--- config.mk ---
export PLATFORM = sky130hd
export DESIGN_NAME = fpu_divider16_flat
export DESIGN_NICKNAME = d
export VERILOG_FILES = /design/src/rtl/fpu_divider16_if.sv /design/src/rtl/fpu_divider16.sv /design/src/flat_wrapper.sv
export SDC_FILE = /design/constraint.sdc
export NUM_CORES = 1
export LEC_CHECK = 0
export ABC_AREA = 1
export BUFFER_PORTS_ARGS = -buffer_cell sky130_fd_sc_hd__buf_2
export CORE_MARGIN = 1
export CORE_UTILIZATION = 50
export CTS_CLUSTER_SIZE = 8
export DETAILED_ROUTE_END_ITERATION = 8
export GPL_TIMING_DRIVEN = 0
export HOLD_SLACK_MARGIN = 0.06
export PLACE_DENSITY = 0.76
export SETUP_SLACK_MARGIN = 0.15
export SLEW_MARGIN = 30
export SYNTH_ARGS = -nofsm -noshare
export SYNTH_HDL_FRONTEND = slang
export SYNTH_SLANG_ARGS = --single-unit
--- constraint.sdc ---
create_clock -name clock -period 2.1 [get_ports clock]
set_clock_uncertainty 0.1 [all_clocks]
set_input_delay 0.105 -clock clock [delete_from_list [all_inputs] [get_ports clock]]
set_output_delay 0.105 -clock clock [all_outputs]
set_load 0.01 [all_outputs]
--- src/rtl/fpu_divider16_if.sv ---
// Request/result bundle for the FP16 mantissa divider.
// The requester drives the operands and start pulse; the divider returns
// quotient, remainder, sticky, divide-by-zero flag and busy/done status.
interface fpu_divider16_if #(
   parameter int FRACW = 10
);
   localparam int MW = FRACW + 1;
   localparam int QW = 2 * MW;

   logic          start;
   logic [MW-1:0] divIn1;
   logic [MW-1:0] divIn2;
   logic [QW-1:0] quotOut;
   logic [MW-1:0] remOut;
   logic          sticky;
   logic          divZero;
   logic          busy;
   logic          done;

   modport master (
      output start, divIn1, divIn2,
      input  quotOut, remOut, sticky, divZero, busy, done
   );

   modport slave (
      input  start, divIn1, divIn2,
      output quotOut, remOut, sticky, divZero, busy, done
   );
endinterface

--- src/rtl/fpu_divider16.sv ---
// Sequential unsigned restoring divider for FP16 mantissas.
// Computes (divIn1 << MW) / divIn2, retiring one quotient bit per clock,
// and returns quotient, remainder and a sticky bit for rounding.
module fpu_divider16 #(
   parameter int FRACW = 10
) (
   input  logic           clock,
   input  logic           resetN,
   fpu_divider16_if.slave bus
);
   localparam int MW = FRACW + 1;
   localparam int QW = 2 * MW;
   localparam int CW = $clog2(QW);

   typedef enum logic [1:0] {
      S_IDLE = 2'd0,
      S_COMP = 2'd1,
      S_DONE = 2'd2
   } state_t;

   state_t        state_q;
   logic [QW-1:0] dvd_q;     // dividend shift register, MSB feeds the trial
   logic [MW-1:0] dvs_q;     // latched divisor
   logic [MW-1:0] rem_q;     // partial remainder
   logic [QW-1:0] quot_q;
   logic [CW-1:0] cnt_q;
   logic          sticky_q;
   logic          dz_q;

   logic [MW:0]   trial_d;
   logic          ge_d;
   logic [MW-1:0] diff_d;
   logic [MW-1:0] rem_d;
   logic          sticky_d;

   // One restoring step: trial remainder, compare, conditional subtract.
   always_comb begin
      trial_d = {rem_q, dvd_q[QW-1]};
      ge_d    = (trial_d >= {1'b0, dvs_q});
      // When trial >= divisor the true difference is below the divisor and
      // fits in MW bits, so the subtract can drop the top bit safely.
      diff_d  = trial_d[MW-1:0] - dvs_q;
      if (ge_d) begin
         rem_d = diff_d;
      end else begin
         rem_d = trial_d[MW-1:0];
      end
      sticky_d = |rem_d;
   end

   // Control FSM and datapath registers; busy/done decode from state.
   always_ff @(posedge clock or negedge resetN) begin
      if (!resetN) begin
         state_q  <= S_IDLE;
         dvd_q    <= {QW{1'b0}};
         dvs_q    <= {MW{1'b0}};
         rem_q    <= {MW{1'b0}};
         quot_q   <= {QW{1'b0}};
         cnt_q    <= {CW{1'b0}};
         sticky_q <= 1'b0;
         dz_q     <= 1'b0;
      end else begin
         case (state_q)
            S_IDLE, S_DONE: begin
               if (bus.start) begin
                  dvd_q    <= {bus.divIn1, {MW{1'b0}}};
                  dvs_q    <= bus.divIn2;
                  rem_q    <= {MW{1'b0}};
                  cnt_q    <= {CW{1'b0}};
                  sticky_q <= 1'b0;
                  if (bus.divIn2 == {MW{1'b0}}) begin
                     quot_q  <= {QW{1'b1}};
                     dz_q    <= 1'b1;
                     state_q <= S_DONE;
                  end else begin
                     quot_q  <= {QW{1'b0}};
                     dz_q    <= 1'b0;
                     state_q <= S_COMP;
                  end
               end else begin
                  state_q <= state_q;
               end
            end
            S_COMP: begin
               dvd_q    <= {dvd_q[QW-2:0], 1'b0};
               rem_q    <= rem_d;
               quot_q   <= {quot_q[QW-2:0], ge_d};
               sticky_q <= sticky_d;
               cnt_q    <= cnt_q + {{(CW-1){1'b0}}, 1'b1};
               if (cnt_q == CW'(QW-1)) begin
                  state_q <= S_DONE;
               end else begin
                  state_q <= S_COMP;
               end
            end
            default: begin
               state_q <= S_IDLE;
            end
         endcase
      end
   end

   assign bus.quotOut = quot_q;
   assign bus.remOut  = rem_q;
   assign bus.sticky  = sticky_q;
   assign bus.divZero = dz_q;
   assign bus.busy    = (state_q == S_COMP);
   assign bus.done    = (state_q == S_DONE);
endmodule

--- src/flat_wrapper.sv ---
// flat-port wrapper written by rule: the top's interface ports become plain ports
module fpu_divider16_flat 
#(
   parameter int FRACW = 10
)
  (clock, resetN, bus_start, bus_divIn1, bus_divIn2, bus_quotOut, bus_remOut, bus_sticky, bus_divZero, bus_busy, bus_done);
  fpu_divider16_if #(.FRACW(FRACW)) bus_i ();
  input  logic clock;
  input  logic resetN;
  input wire logic [$bits(bus_i.start)-1:0] bus_start;
  input wire logic [$bits(bus_i.divIn1)-1:0] bus_divIn1;
  input wire logic [$bits(bus_i.divIn2)-1:0] bus_divIn2;
  output wire logic [$bits(bus_i.quotOut)-1:0] bus_quotOut;
  output wire logic [$bits(bus_i.remOut)-1:0] bus_remOut;
  output wire logic [$bits(bus_i.sticky)-1:0] bus_sticky;
  output wire logic [$bits(bus_i.divZero)-1:0] bus_divZero;
  output wire logic [$bits(bus_i.busy)-1:0] bus_busy;
  output wire logic [$bits(bus_i.done)-1:0] bus_done;
  assign bus_i.start = bus_start;
  assign bus_i.divIn1 = bus_divIn1;
  assign bus_i.divIn2 = bus_divIn2;
  assign bus_quotOut = bus_i.quotOut;
  assign bus_remOut = bus_i.remOut;
  assign bus_sticky = bus_i.sticky;
  assign bus_divZero = bus_i.divZero;
  assign bus_busy = bus_i.busy;
  assign bus_done = bus_i.done;
  fpu_divider16 #(.FRACW(FRACW)) u_core (.clock(clock), .resetN(resetN), .bus(bus_i));
endmodule
==> Word-level counts from Yosys, hierarchy flattened <==
Cells that the tools add are included.
{ "totals": {"reg_bits": 75} }
{ "op_classes": {"add_sub_neg": 2, "order_cmp": 1, "eq_ne": 4, "muxes": 17, "n_reduce_logical": 7} }
{ "op_table": {"columns": ["operator", "n"], "rows": [
  ["case mux 22 bit (2 select lines)", 2],
  ["2-to-1 mux 22 bit", 3],
  ["2-to-1 mux 11 bit", 2],
  ["case mux 11 bit (2 select lines)", 1],
  ["greater-or-equal comparator 12 x 11 -> 1 bit", 1],
  ["logical NOT 11 bit", 1],
  ["OR reduction 11 bit", 1],
  ["subtractor 11 bit", 1],
  ["case mux 5 bit (2 select lines)", 1],
  ["2-to-1 mux 2 bit", 3],
  ["adder 5 x 1 -> 5 bit (second input constant)", 1],
  ["== test 5 bit (second input constant)", 1],
  ["2-to-1 mux 5 bit", 1],
  ["case mux 2 bit (2 select lines)", 1],
  ["AND reduction 2 bit", 2],
  ["== test 2 x 1 -> 1 bit (second input constant)", 1],
  ["== test 2 bit (second input constant)", 1],
  ["logical NOT 2 bit", 1],
  ["2-to-1 mux 1 bit", 2],
  ["inequality test 2 bit (second input constant)", 1],
  ["case mux 1 bit (2 select lines)", 1],
  ["nonzero test 2 bit", 1],
  ["OR reduction 2 bit", 1]
]} }

==> Logic depth before layout (Yosys ltp) <==
Gate-level depths: netlist of run 1.
{ "depth": {"ltp_word": 4, "depth_mapped": 18, "ltp_nobuf": 18} }

==> Worst setup path after synthesis of run 1 <==
OpenSTA, ideal clock, no wires.
{ "synth_path": {"path_type": "register -> register", "start": "register u_core.dvd_q[21]", "end": "register u_core.sticky_q, in the netlist u_core.bus.sticky", "arrival_ns": 2.007, "setup_slack_ns": -0.128, "stages_incl_launch_ff": 19, "path_buffers": 1, "synth_period_minus_slack_ns": 2.228, "cell_sequence": "dfrtp_1 -> inv_1 -> ha_1 -> fa_1 -> inv_1 -> nand2_1 -> nand2_1 -> nand2_4 -> nand2_4 -> nand2_4 -> nand3_4 -> buf_6 -> nand2_1 -> nand2_1 -> nand3_1 -> nor2_1 -> nand2_1 -> nand2_1 -> nand2_1"} }
{ "synth_via": {"elab_chain_len": 4, "word_cells_on_any_way": 5, "classes_between": "1 x add/sub; 1 x order compare; 2 x mux; 1 x reduce/logical"} }
{ "synth_lines": {"columns": ["element", "line_no", "text"], "rows": [
  ["start: declaration", "fpu_divider16.sv:22", "logic [QW-1:0] dvd_q;"],
  ["start signal: assignment", "fpu_divider16.sv:55", "dvd_q <= {QW{1'b0}};"],
  ["start signal: assignment", "fpu_divider16.sv:66", "dvd_q <= {bus.divIn1, {MW{1'b0}}};"],
  ["start signal: assignment", "fpu_divider16.sv:85", "dvd_q <= {dvd_q[QW-2:0], 1'b0};"],
  ["subtractor 11 bit or greater-or-equal comparator 12 x 11 -> 1 bit (tied branches)", "fpu_divider16.sv:42, fpu_divider16.sv:39", null],
  ["2-to-1 mux 11 bit (*)", "fpu_divider16.sv:43", "if (ge_d) begin"],
  ["OR reduction 11 bit (*)", "fpu_divider16.sv:48", "sticky_d = |rem_d;"],
  ["case mux 1 bit (2 select lines) (*)", "fpu_divider16.sv:63", "case (state_q)"],
  ["end signal: assignment", "fpu_divider16.sv:88", "sticky_q <= sticky_d;"],
  ["end: declaration", "fpu_divider16.sv:27", "logic sticky_q;"]
]} }
Every way passes the cells marked *; elsewhere a longest branch is shown, timed or not.
A chain may end at the register's enable or synchronous reset.

==> Final worst setup path of run 1 <==
Same ends and word-level chain as after synthesis.

==> results of run 1 <==
## synthesized netlist by cell type, types with 2 or more instances
master	number
a21oi_1	6
buf_2	4
clkbuf_1	9
dfrtp_1	64
ha_1	13
inv_1	79
inv_2	4
nand2_1	103
nand2_2	3
nand2_4	4
nand3_1	16
nand4_1	13
nor2_1	16
nor2_2	2
nor3_1	2
o211ai_1	5
o21ai_0	19
o221ai_1	27
o22ai_1	7
xor2_1	2
## routing by layer
layer | wire [um] | global-route usage | vias up | part of all wire
li1 | - | - | 1592 | -
met1 | 3900 | 0.355 | 1739 | 0.37
met2 | 5460 | 0.502 | 186 | 0.52
met3 | 715 | 0.0691 | 40 | 0.069
met4 | 340 | 0.128 | 0 | 0.033
met5 | 0 | 0 | - | 0
## final cells by class
type,instances,area [um2]
Timing Repair Buffer,105,744
Tap cell,77,96.3
Clock buffer,12,145
Sequential cell,64,1600
Fill cell,481,1790
Buffer,14,71.3
Clock inverter,4,53.8
Inverter,84,323
Multi-Input combinational cell,251,1670
## cells by family after synthesis
family | after synthesis | synth area share
and+or+nand+nor | 165 | 0.219
buffers and inverters | 98 | 0.111
AOI/OAI and AO/OA | 68 | 0.141
DFF | 64 | 0.466
adders and majority gates | 14 | 0.0532
xor gates and xnor gates | 3 | 0.00765
muxes | 1 | 0.00291
## critical path, cell delays in order (launching register included)
cell,delay (ns)
dfrtp_1,0.37
inv_2,0.07
ha_4,0.16
fa_2,0.38
inv_1,0.07
nand2_1,0.06
nand2_2,0.10
nand2_4,0.07
nand2_4,0.08
nand2_8,0.06
nand3_4,0.11
buf_8,0.13
nand3_2,0.07
nand2_2,0.11
nand3_2,0.08
nor2_2,0.09
nand2_1,0.06
nand2_1,0.06
nand2_1,0.06
## how the worst max path moves through the flow
stage	from	endpoint	depth (start not counted)
2_1_floorplan	u_core.dvd_q[21]	u_core.bus.sticky	18
3_3_place_gp	u_core.dvd_q[21]	u_core.bus.sticky	18
3_5_place_dp	u_core.dvd_q[21]	u_core.bus.sticky	18
4_1_cts	u_core.dvs_q[0]	u_core.bus.sticky	17
5_1_grt	u_core.dvs_q[0]	u_core.bus.sticky	17
6_report	u_core.dvd_q[21]	u_core.bus.sticky	18
## repair_timing
action / in CTS / in global routing
pin swaps: 16 / 14
hold buffers: 25 / 0
resized for setup: 36 / 22
cloned: 1 / 0
endpoints found under the setup margin: 13 / 49
buffers inserted: 12 / 5
hold endpoints to repair: 90 / 0
## registers in the layout (all words and copies together), names as in the netlist
| signal | count |
|---|---|
| u_core.dvs_q | 11 |
| u_core.bus.remOut | 11 |
| u_core.bus.divZero | 1 |
| u_core.state_q | 2 |
| u_core.bus.quotOut | 22 |
| u_core.cnt_q | 5 |
| u_core.bus.sticky | 1 |
| u_core.dvd_q | 11 |
## through the flow
| stage | setup WS, ns | TNS [ns] | hold slack [ns] | instances |
|---|---|---|---|---|
| floorplan | -0.0381 | -0.0381 | -0.291 | 413 |
| global placement | -0.303 | -0.484 | 0.217 | 551 |
| detailed placement | -0.321 | -0.744 | -0.0707 | 552 |
| CTS | -0.208 | -0.331 | 0.100 | 606 |
| global route | -0.415 | -2.17 | 0.110 | 611 |
| finish | -0.305 | -1.36 | 0.0831 | 611 |
==> flow_summary.yaml, run 1 <==
placement:
  hpwl_um: 6380
  numPortBuffers: 61
  place_area_um2: 3870
  gp_congestion: 0.857
setup_path:
  cp-start-kind: "flop"
  category_of_the_worst_setup_path_capture_point: "flop"
  required_ns: 2.25
  regToRegStartpoint: "u_core.dvd_q[21]"
  path_class: "reg -> reg"
  crit_fanout: 5
  worst_reg_to_reg_path_cell_count: 18
  reg2reg_to: "u_core.bus.sticky"
  critPathArrivalTime_ns: 2.55
  timing.reg2reg.setup_slack_ns: -0.30
detailed_routing:
  detail_route.wl_per_cell_um: 17.0
  ant_nets: 0
  number_of_vias_per_cell_after_detailed_routing: 5.82
  drt-initial-drc-count: 263
  drt_first_pass_iters: 7
  remaining_drc_errors: 0
  detailroute.via_count: 3557
  postRouteWirelength_um: 10400
outcome:
  violations: "setup timing"
  status: "finished with violations"
grt:
  globalRoute.totalOverflow: 0
  groute.usage.overall: 0.293
  grt_pass1_vias: 3413
  initial_antenna_violation_count: 0
  grt_pass1_wl_um: 16200
  grt_start_max_net_pins: 44
floorplan:
  chipWidth_um: 84.9
  io-pin-count: 62
  placeableCoreArea_um2: 6490
  initial_core_util: 0.529
  dieArea_um2: 7200
  rows: 29
  chipHeight_um: 84.9
cts:
  clock_tree_buf_depth: 2
  htree_num_levels: 3
  clk_pin_slew_worst_paths_ns: 0.08
  ctsRootBufferMaster: "clkbuf_8"
  clk-insertion-delay-late_ns: 0.36
  cts-buffers-inserted: 9
  tritoncts_num_sinks: 64
  tritoncts: "done"
cells_and_area:
  most-common-layout-cells: "nand2_1 (90), inv_1 (76), buf_2 (64), dfrtp_1 (64), o221ai_1 (27)"
  final_area_um2: 4710
  final_nets: 568
  layout-area-overhead-vs-synth_pct: 37.1
  n_antenna_cell: 0
  layout-drive-gt1-share: 0.296
  final_core_util: 0.725
  layout.cells.most_common: "nand2_1"
sta:
  period_needed_ns: 2.40
  finalSetupViolCount: 11
  worst_slew_pin_slew_ns: 0.649
  layout_setup_ws_ns: -0.305
  layout_worst_path_cycle_share: 1.15
  drv_slew: 0
  maxClockFrequency_mhz: 416
  timing_hold_violations_final: 0
  max_slew_margin: 0.567
  rsz0062_at_grt: "true"
job:
  drv.max_cap_violation_count: 0
logic_synthesis:
  sequential_fraction_of_the_synthesis_area: 0.466
  synth_nets: 452
  synthDominantAreaCellType: "dfrtp_1"
  netlist-cell-type-count: 35
  ys_ff_latch: 64
  count_of_flip_flops_with_a_built_in_enable_after_synthesis: 0
  synth_area_per_cell_um2: 8.32
  biggest_area_contributors_in_the_synthesized_netlist: "dfrtp_1 (47%), nand2_1 (11%), inv_1 (8.6%)"
  yosys_warnings: 0
  ys_dominant_reg_cell: "dfrtp_1"
  netlist_area_um2: 3430
  synth-async-reset-ratio: 1.00
  netlist.area_leader.share: 0.466
  synth_cells: 413
hold_path:
  hold_path.class: "in -> async"
Power of run 1 is left out: the tool's default activity adds up to more than one toggle a clock period on the data nets, which glitch-free logic cannot reach.
==> run 2, diff against run 1 <==
--- a/config.mk
+++ b/config.mk
@@ -6,14 +6,15 @@
 export NUM_CORES = 1
 export LEC_CHECK = 0
 export ABC_AREA = 1
-export BUFFER_PORTS_ARGS = -buffer_cell sky130_fd_sc_hd__buf_2
 export CORE_MARGIN = 1
-export CORE_UTILIZATION = 50
+export CORE_UTILIZATION = 57
+export CTS_CLUSTER_DIAMETER = 100
 export CTS_CLUSTER_SIZE = 8
 export DETAILED_ROUTE_END_ITERATION = 8
+export DONT_BUFFER_PORTS = 1
 export GPL_TIMING_DRIVEN = 0
 export HOLD_SLACK_MARGIN = 0.06
-export PLACE_DENSITY = 0.76
+export PLACE_DENSITY = 0.75
 export SETUP_SLACK_MARGIN = 0.15
 export SLEW_MARGIN = 30
 export SYNTH_ARGS = -nofsm -noshare
==> flow_summary.yaml, run 2 (synthesized netlist as in run 1, its figures left out) <==
cells_and_area:
  n_antenna_cell: 0
  layout.cells.most_common: "nand2_1"
  layout-drive-gt1-share: 0.250
  final.fill_count: 339
  final_nets: 518
  layout-area-overhead-vs-synth_pct: 32.7
  layout.cells.non_filler: 556
  most-common-layout-cells: "nand2_1 (88), inv_1 (74), dfrtp_1 (59)"
  largest_register_ff_count: 22
outcome:
  violations: "setup timing"
  status: "finished with violations"
hold_path:
  hold_path.class: "in -> async"
detailed_routing:
  ant_nets: 0
  remaining_drc_errors: 0
  detailroute.via_count: 3319
  detail_route.wl_per_cell_um: 18.1
  drt-initial-drc-count: 246
  postRouteWirelength_um: 10000
  drt_first_pass_iters: 5
  number_of_vias_per_cell_after_detailed_routing: 5.97
sta:
  worst_slew_pin_slew_ns: 0.611
  layout_worst_path_cycle_share: 1.15
  drv_slew: 0
  rsz0062_at_grt: "true"
  max_slew_margin: 0.593
  layout_setup_ws_ns: -0.312
  finalSetupTns_ns: -1.12
  period_needed_ns: 2.41
  maxClockFrequency_mhz: 415
  timing_hold_violations_final: 0
  finalSetupViolCount: 10
setup_path:
  crit_fanout: 8
  critPathMostFrequentCell: "nand2_1"
  worst_path_max_delay_cell: "dfrtp_1"
  crit_path_cell_trace: "inv_2 > ha_4 > fa_2 > inv_2 > nand2_2 > nand2_4 > nand2_4 > nand2_4 > nand2_8 > buf_6 > nand4_1 > nand2_1 > inv_1 > nand3_2 > nor2_1 > nand2_1 > nand2_1 > nand2_1"
  path_class: "reg -> reg"
  required_ns: 2.23
  category_of_the_worst_setup_path_capture_point: "flop"
  critPathArrivalTime_ns: 2.54
  max_stage_delay_ns: 0.38
  cp-start-kind: "flop"
cts:
  clk-insertion-delay-late_ns: 0.35
  ctsRootBufferMaster: "clkbuf_8"
  tritoncts_num_sinks: 64
  clock_tree_buf_depth: 2
  htree_num_levels: 3
  cts-buffers-inserted: 9
  tritoncts: "done"
  clk_pin_slew_worst_paths_ns: 0.08
grt:
  global_route.peak_usage_layer: "met2"
  grt_pass1_wl_um: 14800
  grt.met1_usage: 0.378
  grt_start_max_net_pins: 65
  groute.usage.overall: 0.308
  grtUsageMet3: 0.0651
  globalRoute.totalOverflow: 0
  initial_antenna_violation_count: 0
  groute.layer.met2.usage: 0.530
  grt_pass1_vias: 3164
floorplan:
  initial_core_util: 0.609
  placeableCoreArea_um2: 5640
  chipWidth_um: 79.6
  dieArea_um2: 6340
  io-pin-count: 62
  rows: 27
  chipHeight_um: 79.6
placement:
  hpwl_um: 5840
  gp_congestion: 0.867
  dpl.cell_count: 485
  numPortBuffers: 0
job:
  drv.max_cap_violation_count: 0
-- run 2: final timing paths --
check	start	end	slack, ns	depth (start not counted)
max	u_core.dvd_q[21]	u_core.bus.sticky	-0.31	18
max in group asynchronous	resetN	u_core.bus.remOut[8]	1.42	2
min reg2reg	u_core.cnt_q[4]	u_core.cnt_q[4]	0.39	1
min	resetN	u_core.dvs_q[3]	0.19	2
min in group clock	bus_divIn1[2]	u_core.dvd_q[13]	0.33	3
max reg2reg	u_core.dvd_q[21]	u_core.bus.sticky	-0.31	18
-- run 2: final cells by class --
type | instances | area [um2] | area share
inverters | 84 | 323 | 0.0708
well taps | 72 | 90.1 | 0.0198
clock buffers | 11 | 131 | 0.0288
clock inverters | 5 | 57.6 | 0.0126
multi-input cells | 251 | 1730 | 0.379
plain buffers | 14 | 72.6 | 0.0159
repair buffers | 55 | 549 | 0.121
flip-flops and latches | 64 | 1610 | 0.353
-- run 2: layer usage --
layer	vias to the layer above	share of wire
li1	1499	-
met3	55	0.072
met5	-	0
met1	1610	0.39
met2	155	0.50
met4	0	0.039
-- run 2: per-stage QoR --
| step | area, um2 | setup slack [ns] | utilization | hold slack [ns] |
|---|---|---|---|---|
| floorplan | 3440 | -0.0381 | - | -0.291 |
| global placement | 3530 | -0.312 | 0.626 | -0.289 |
| detailed placement | 3530 | -0.316 | 0.626 | -0.289 |
| CTS | 4340 | -0.157 | 0.770 | 0.211 |
| global route | 4560 | -0.352 | 0.808 | 0.243 |
| finish | 4560 | -0.312 | 0.808 | 0.186 |
-- run 2: what timing repair did --
action	CTS	global route
cloned	1	0
hold endpoints to repair	91	0
endpoints found under the setup margin	13	49
hold buffers	27	0
gates resized for setup	42	33
setup buffers	15	12
pin swaps	14	9
-- run 2: worst max-delay path, delay by kind of cell (launching register included) --
family / cells / cell delay (ns)
flops: 1 / 0.38
buf+inv: 4 / 0.39
fa+ha+maj: 2 / 0.52
simple gates: 12 / 0.92
Power of run 2 is left out for the same reason.
